**config.mk**
```make
export PLATFORM = sky130hd
export DESIGN_NAME = fetch_unit
export DESIGN_NICKNAME = d
export VERILOG_FILES = /design/src/rtl/fetch_unit.sv
export SDC_FILE = /design/constraint.sdc
export NUM_CORES = 1
export LEC_CHECK = 0
export CAP_MARGIN = 20
export CELL_PAD_IN_SITES_DETAIL_PLACEMENT = 1
export CELL_PAD_IN_SITES_GLOBAL_PLACEMENT = 2
export CORE_MARGIN = 2
export CORE_UTILIZATION = 40
export DETAILED_ROUTE_END_ITERATION = 8
export PLACE_DENSITY_LB_ADDON = 0.1
export SLEW_MARGIN = 20
export SYNTH_ARGS = -nofsm -noshare
export SYNTH_HDL_FRONTEND = slang
export SYNTH_SLANG_ARGS = --single-unit
```
**constraint.sdc**
```tcl
create_clock -name clk -period 5.9 [get_ports clk]
set_clock_uncertainty 0.15 [all_clocks]
set_input_delay 1.77 -clock clk [delete_from_list [all_inputs] [get_ports clk]]
set_output_delay 1.77 -clock clk [all_outputs]
set_load 0.01 [all_outputs]
```
**src/rtl/fetch_unit.sv**
```systemverilog
// Instruction fetch unit: single-outstanding memory requester feeding a
// circular prefetch buffer, with redirect flush and drain of stale responses.
module fetch_unit #(
    parameter int unsigned       ADDR_W   = 32,
    parameter int unsigned       INSTR_W  = 32,
    parameter logic [ADDR_W-1:0] RESET_PC = '0,
    parameter int unsigned       DEPTH    = 2
) (
    input  logic               clk,
    input  logic               nrst,
    input  logic               pc_en,
    input  logic               fd_en,
    input  logic               redirect,
    input  logic [ADDR_W-1:0]  redirect_pc,
    output logic               imem_req,
    output logic [ADDR_W-1:0]  imem_addr,
    input  logic               imem_ack,
    input  logic [INSTR_W-1:0] imem_rdata,
    output logic [INSTR_W-1:0] instr_out,
    output logic [ADDR_W-1:0]  pc_out,
    output logic               instr_valid
);

    localparam int unsigned PTR_W = $clog2(DEPTH);
    localparam int unsigned CNT_W = $clog2(DEPTH + 1);
    localparam logic [INSTR_W-1:0] NOP = INSTR_W'(32'h0000_0013);

    typedef enum logic [1:0] {IDLE, WAIT, DRAIN} state_t;

    state_t             state_q, state_d;
    logic [ADDR_W-1:0]  fetch_q, fetch_d;
    logic [ADDR_W-1:0]  last_q, last_d;
    logic [ADDR_W-1:0]  addr_d, pcout_d;
    logic [INSTR_W-1:0] instr_d;
    logic               req_d, valid_d;
    logic [CNT_W-1:0]   occ_q, occ_d;
    logic [PTR_W-1:0]   rd_q, rd_d, wr_q, wr_d;
    logic               ack_v, push, pop, can_issue;

    logic [ADDR_W-1:0]  buf_pc  [DEPTH];
    logic [INSTR_W-1:0] buf_ins [DEPTH];

    // Buffer bookkeeping; redirect flushes and overrides push/pop
    always_comb begin
        ack_v  = imem_req & imem_ack;
        push   = ack_v & (state_q == WAIT) & ~redirect;
        pop    = instr_valid & fd_en & ~redirect;
        occ_d  = occ_q + CNT_W'(push) - CNT_W'(pop);
        rd_d   = rd_q + PTR_W'(pop);
        wr_d   = wr_q + PTR_W'(push);
        last_d = pop ? pc_out : last_q;
        if (redirect) begin
            occ_d = '0;
            rd_d  = '0;
            wr_d  = '0;
        end
        // A new request is only issued if a slot remains after this cycle
        can_issue = pc_en & (occ_d < CNT_W'(DEPTH));
    end

    // Next state and request outputs
    always_comb begin
        state_d = state_q;
        fetch_d = redirect ? redirect_pc : fetch_q;
        req_d   = imem_req;
        addr_d  = imem_addr;
        unique case (state_q)
            IDLE: begin
                if (can_issue) begin
                    state_d = WAIT;
                    req_d   = 1'b1;
                    addr_d  = fetch_d;
                end
            end
            WAIT, DRAIN: begin
                if (ack_v) begin
                    if (push) fetch_d = fetch_q + ADDR_W'(4);
                    if (can_issue) begin
                        state_d = WAIT;
                        req_d   = 1'b1;
                        addr_d  = fetch_d;
                    end else begin
                        state_d = IDLE;
                        req_d   = 1'b0;
                    end
                end else if (redirect) begin
                    state_d = DRAIN;
                end
            end
            default: begin
                state_d = IDLE;
                req_d   = 1'b0;
            end
        endcase
    end

    // Next head of buffer; a push into an empty buffer bypasses storage
    always_comb begin
        valid_d = (occ_d != '0);
        instr_d = NOP;
        pcout_d = last_d;
        if (valid_d) begin
            if (push && (occ_d == CNT_W'(1))) begin
                instr_d = imem_rdata;
                pcout_d = fetch_q;
            end else begin
                instr_d = buf_ins[rd_d];
                pcout_d = buf_pc[rd_d];
            end
        end
    end

    always_ff @(posedge clk or negedge nrst) begin
        if (!nrst) state_q <= IDLE;
        else       state_q <= state_d;
    end

    always_ff @(posedge clk or negedge nrst) begin
        if (!nrst) begin
            fetch_q     <= RESET_PC;
            last_q      <= RESET_PC;
            imem_req    <= 1'b0;
            imem_addr   <= RESET_PC;
            occ_q       <= '0;
            rd_q        <= '0;
            wr_q        <= '0;
            instr_valid <= 1'b0;
            instr_out   <= NOP;
            pc_out      <= RESET_PC;
        end else begin
            fetch_q     <= fetch_d;
            last_q      <= last_d;
            imem_req    <= req_d;
            imem_addr   <= addr_d;
            occ_q       <= occ_d;
            rd_q        <= rd_d;
            wr_q        <= wr_d;
            instr_valid <= valid_d;
            instr_out   <= instr_d;
            pc_out      <= pcout_d;
        end
    end

    always_ff @(posedge clk) begin
        if (push) begin
            buf_pc[wr_q]  <= fetch_q;
            buf_ins[wr_q] <= imem_rdata;
        end
    end

    a_no_push_full: assert property (@(posedge clk) disable iff (!nrst)
        push |-> (occ_q < CNT_W'(DEPTH)));

endmodule

```
# Yosys cells after proc, flatten, opt, wreduce, memory -nomap -nowiden
# Memories as Yosys holds them, arrays and structs flattened.
# Index checks and enable logic that the tools add are counted.
# totals
reg_bits	168
mem_bits_rw	128
inputBits	70
out_inout_bits	98
word_cells	68
memories	2
# classes
addsub	5
n_lt_le_gt_ge	1
n_eq_ne	7
n_mux	27
bitwise	7
n_reduce_logical	8
# mem_list
name	depth	word_bits	rd	rd_clocked_by_memory_dff	wr	line_no	text
buf_ins	2	32	1	0	1	41	logic [INSTR_W-1:0] buf_ins [DEPTH];
buf_pc	2	32	1	0	1	40	logic [ADDR_W-1:0] buf_pc [DEPTH];
# ops
cell	count
$mux W32	12
$pmux W32 S2	1
$add A32 B3 Y32 const B	1
$mux W1	8
$mux W2	4
$and A1 B1 Y1	6
$ne A2 B2 Y1 const B	3
$eq A2 B1 Y1 const B	2
$pmux W2 S2	1
$reduce_and A2 Y1	2
$reduce_and A4 Y1	1
$reduce_bool A2 Y1	2
$ne A3 B3 Y1 const B	1
$add A1 B1 Y1	2
$add A2 B1 Y2	1
$eq A2 B2 Y1 const B	1
$logic_not A2 Y1	1
$lt A2 B2 Y1 const B	1
$pmux W1 S2	1
$reduce_or A2 Y1	1
$sub A2 B1 Y2	1
$logic_and A1 B1 Y1	1
$not A1 Y1	1

# Depth between registers and ports, before layout
# depth
ltp_word	11
mapped_depth	17
depth_no_buf	15

# Worst setup path after synthesis
# OpenSTA, ideal clock, no wires.
# synth_timing
path_kind	input to register
startpoint	in redirect
endpoint	reg imem_addr[22]
setup_ns	0.125
arrival_time_ns	4.437
required_time_ns	5.625
path_slack_ns	1.188
path_stages	14
n_path_buf	4
cell_sequence	buf_2 > buf_2 > inv_1 > nand3_1 > buf_2 > inv_1 > ha_1 > inv_1 > ha_1 > xnor3_1 > o21ai_1 > o21bai_1 > buf_4 > mux2_2
# synth_via
elab_chain_len	9
elab_cells_between_ends	17
cone_classes	2 x add/sub; 1 x order compare; 2 x eq/ne; 7 x mux; 4 x bitwise; 1 x reduce/logical
# synth_rtl
element	line_no	text
start, declared	13	input logic redirect,
$not A1 Y1	46, 47	
$and A1 B1 Y1	46	push = ack_v & (state_q == WAIT) & ~redirect;
$add A2 B1 Y2	48	occ_d = occ_q + CNT_W'(push) - CNT_W'(pop);
$sub A2 B1 Y2	48	
$mux W2	52	if (redirect) begin
$lt A2 B2 Y1	58	can_issue = pc_en & (occ_d < CNT_W'(DEPTH));
$and A1 B1 Y1	58	
$ne A2 B2 Y1 (no line)	n/a	
$reduce_and A4 Y1 (no line)	n/a	
end signal, assigned	134	imem_addr <= addr_d;
end, declared	16	output logic [ADDR_W-1:0] imem_addr,
# Several ways; a longest one is shown, not always the timed one. The select of a mux whose other input is x is not followed.
# A chain may end at the register's enable or synchronous reset.

# Worst setup path in the final report
# layout_timing
startpoint	in imem_ack
endpoint	reg imem_addr[23]
# layout_via
elab_chain_len	10
elab_cells_between_ends	16
cone_classes	2 x add/sub; 1 x order compare; 3 x eq/ne; 5 x mux; 4 x bitwise; 1 x reduce/logical
# layout_rtl
element	line_no	text
start, declared	17	input logic imem_ack,
$and A1 B1 Y1 (*)	45	ack_v = imem_req & imem_ack;
$and A1 B1 Y1 (2 in series)	46	
$add A2 B1 Y2	48	
$sub A2 B1 Y2	48	
$mux W2	52	
$lt A2 B2 Y1	58	
$and A1 B1 Y1	58	
$ne A2 B2 Y1 (no line)	n/a	
$reduce_and A4 Y1 (no line)	n/a	
# Mark *: on every way between the ends. The rest lies on a longest branch, timed or not. The select of a mux whose other input is x is not followed.

==> summary.md <==
| Metric | Value |
|---|---|
| Crit-path max FO | `32` |
| Port Buffers | `167` |
| Measured slew at the worst slew-check pin | `989.3 ps` |
| Width of the die | `178.1 µm` |
| Largest net degree at the start of global routing | `100` |
| Main synth FF type | `dfrtp_1` |
| Gr usage total | `0.1946` |
| Row count | `63` |
| IO Count | `168` |
| Reg-to-reg startpoint | `state_q[1]` |
| CP max stage cell | `clkdlybuf4s50_1` |
| Via density | `5.289` |
| Hold Slack | `339.0 ps` |
| Final setup margin | `1147 ps` |
| CTS Buf Count | `31` |
| Setup CP Type | `in -> reg` |
| Bufs on Longest Clock Path | `3` |
| Pwr dens | `355.2 nW/µm²` |
| Hold Crit Start | `imem_addr[27]` |
| Gr ovfl total | `0` |
| Comb power frac | `0.188` |
| First-pass GRT wire length | `47780 µm` |
| CTS H-tree lvls | `1` |
| WP data required | `6190 ps` |
| Vias in the first global route | `8371` |
| Synth async-reset ratio | `0.5676` |
| Setup violators final | `0` |
| Seq cells post-synth | `296` |
| Fin nets | `1161` |
| Crit share post-route | `0.8056` |
| Final Max Tran Viols | `0` |
| Die Y | `178.1 µm` |
| Initial antenna violation count | `0` |
| Initial detailed-routing violation count | `466` |
| F_max | `210.4 MHz` |
| DRC | `0` |
| Fin util | `0.5113` |
| Worst rel slew slack | `0.3405` |
| Hold crit path type | `reg -> reg` |
| N_diodes | `0` |
| Leakage | `5.814 nW` |
| CP arrival | `5040 ps` |
| GP Congestion | `0.7860` |
| Die ar. | `31710 µm²` |
| Syn_nets | `999` |
| Root Driver | `clkbuf_16` |
| Seq pwr share | `0.467` |
| Clock transition at path regs | `60 ps` |
| Antenna Nets Post-Route | `0` |
| Fin. Hold Viols | `0` |
| Worst skew pair latency | `550 ps` |
| Minimum clock period | `4753 ps` |
| Core ar. | `29720 µm²` |
| Crit start category | `input pin` |
| DP HPWL | `19430 µm` |
| Drt wl/cell | `20.26 µm` |
| Critical path cell sequence | `clkdlybuf4s50_1 > nand2_1 > nor3_2 > buf_4 > inv_1 > ha_1 > inv_1 > ha_1 > xnor3_1 > o21ai_1 > o21bai_4 > buf_4 > nand2_1 > o31ai_1` |
| CTS Hold Bufs | `0` |
| Number of max-cap violations | `0` |
| Critical path capture point type | `flip-flop` |
| Max VDD drop | `0.2328 mV` |
| Yosys cell types | `62` |
| TNS Setup | `0 ps` |
| Layout cells sized above 1 | `0.1236` |
| Avg Inst Size Synth | `13.16 µm²` |
| Status | `finished clean` |
| Layout Cells excl Fill | `1498` |
| Cell-internal power | `3.974 mW` |
| Starting Density | `0.4079` |
| P&R area growth vs syn | `25.34%` |
| Worst Setup SP | `imem_ack` |
| Synth Instances | `921` |
| Post-CTS Setup Bufs | `0` |
| Switching Fraction | `0.2635` |
| RSZ-0062 raised after global routing | `false` |
| WL final | `30350 µm` |
| CTS tree | `built` |
| DP Cell Count | `1440` |
| Clock share of power | `0.345` |
| DP Worst Slack | `571.3 ps` |
| R2R setup slack | `2170 ps` |
| Post-synth EDFFs | `128` |
| NetSw | `1.422 mW` |
| Warnings, synthesis | `0` |
| Total clock sinks | `296` |
| Largest stage delay on the critical path | `580 ps` |
| Synthesized area | `12120 µm²` |
| Fraction of the yosys area taken by sequential cells | `0.6642` |
| Via count | `7923` |
| First drt pass iteration count | `4` |
| Fill cells | `3054` |
| Post-cts sizing count | `0` |
-- worst paths after layout --
check	endpoint	depth (start not counted)
worst min register to register	imem_addr[27]	2
worst max register to register	imem_addr[23]	15
max in group asynchronous	instr_valid	2
worst min-delay path	imem_addr[27]	2
worst max-delay path	imem_addr[23]	14
min in group asynchronous	instr_out[25]	1
-- cell usage in the layout (no fill, tap or decap), types with 6 or more instances in the layout --
master | Yosys | layout
dfrtp_1 | 165 | 165
nor2_1 | 83 | 83
clkdlybuf4s50_1 | 0 | 165
ha_1 | 8 | 6
o21ai_1 | 33 | 33
and2_1 | 6 | 6
a211oi_1 | 71 | 71
o21ai_0 | 39 | 39
a21oi_1 | 6 | 6
nor2b_1 | 39 | 39
edfxtp_1 | 128 | 128
clkbuf_16 | 0 | 31
clkbuf_1 | 16 | 13
clkbuf_8 | 0 | 7
mux2_2 | 50 | 50
nand3_1 | 10 | 9
nand2_1 | 68 | 68
mux2i_1 | 31 | 31
a311oi_1 | 13 | 13
inv_1 | 13 | 13
and3_1 | 8 | 8
nand4_1 | 7 | 7
nor3_1 | 15 | 15
buf_4 | 5 | 11
o31ai_1 | 18 | 18
-- Yosys cell counts, types with 18 or more instances --
cell,count,area (µm²)
nand2_1,68,255.2
nor2_1,83,311.6
nor2b_1,39,244.0
o21ai_0,39,195.2
o21ai_1,33,165.2
buf_2,25,125.1
edfxtp_1,128,3844
dfrtp_1,165,4129
o31ai_1,18,135.1
a211oi_1,71,533.0
mux2i_1,31,310.3
mux2_2,50,563.0
-- stage by stage --
stage	area (µm²)	power, mW
final	15190	5.396
after global routing	15190	5.666
after CTS	15190	5.478
after detailed placement	14210	3.589
after global placement	14210	3.570
after floorplan	12120	3.032
-- logic make-up after synthesis --
| family | after synthesis | synth area share |
|---|---|---|
| adders and majority gates | 8 | 0.008258 |
| and+or+nand+nor | 265 | 0.1122 |
| AOI/OAI and AO/OA | 201 | 0.1130 |
| buffers and inverters | 67 | 0.02673 |
| muxes | 82 | 0.07298 |
| xor gates and xnor gates | 2 | 0.002581 |
| DFF | 296 | 0.6642 |
-- cell type report --
cell class / instances / area, µm² / share of cell area
clock buffers: 51 / 920.9 / 0.06061
inverters: 15 / 56.30 / 0.003706
well taps: 390 / 488.0 / 0.03212
multi-input cells: 558 / 3807 / 0.2506
clock inverters: 7 / 58.81 / 0.003871
flip-flops and latches: 296 / 8051 / 0.5299
repair buffers: 181 / 1810 / 0.1192
-- sequential cells by signal, indices dropped and copies added (netlist names), 2 cells and up --
name / count
buf_ins: 64
occ_q: 2
pc_out: 32
instr_out: 32
last_q: 32
buf_pc: 64
fetch_q: 32
state_q: 2
imem_addr: 32
-- critical path: cells and delay by family --
family          cells  cell delay (ps)
buf+inv             5             1230
compound gates      3              870
fa+ha+maj           2              460
xor+xnor            1              350
simple gates        3              340
-- per-layer routing --
layer | vias to the layer above | global-route usage | part of all wire
li1 | 3734 | - | -
met1 | 3984 | 0.2814 | 0.47
met2 | 174 | 0.3141 | 0.47
met3 | 31 | 0.02558 | 0.049
met4 | 0 | 0.04303 | 0.015
met5 | - | 0 | 0
-- power groups by stage --
stage	clock network, mW	logic [mW]	registers (mW)
6_report	1.86	1.01	2.52
5_1_grt	2.00	1.12	2.55
4_1_cts	1.92	1.04	2.52
3_5_place_dp	0	1.03	2.56
3_3_place_gp	0	1.01	2.56
2_1_floorplan	0	0.450	2.58
Power figures use the tool's default switching activity.
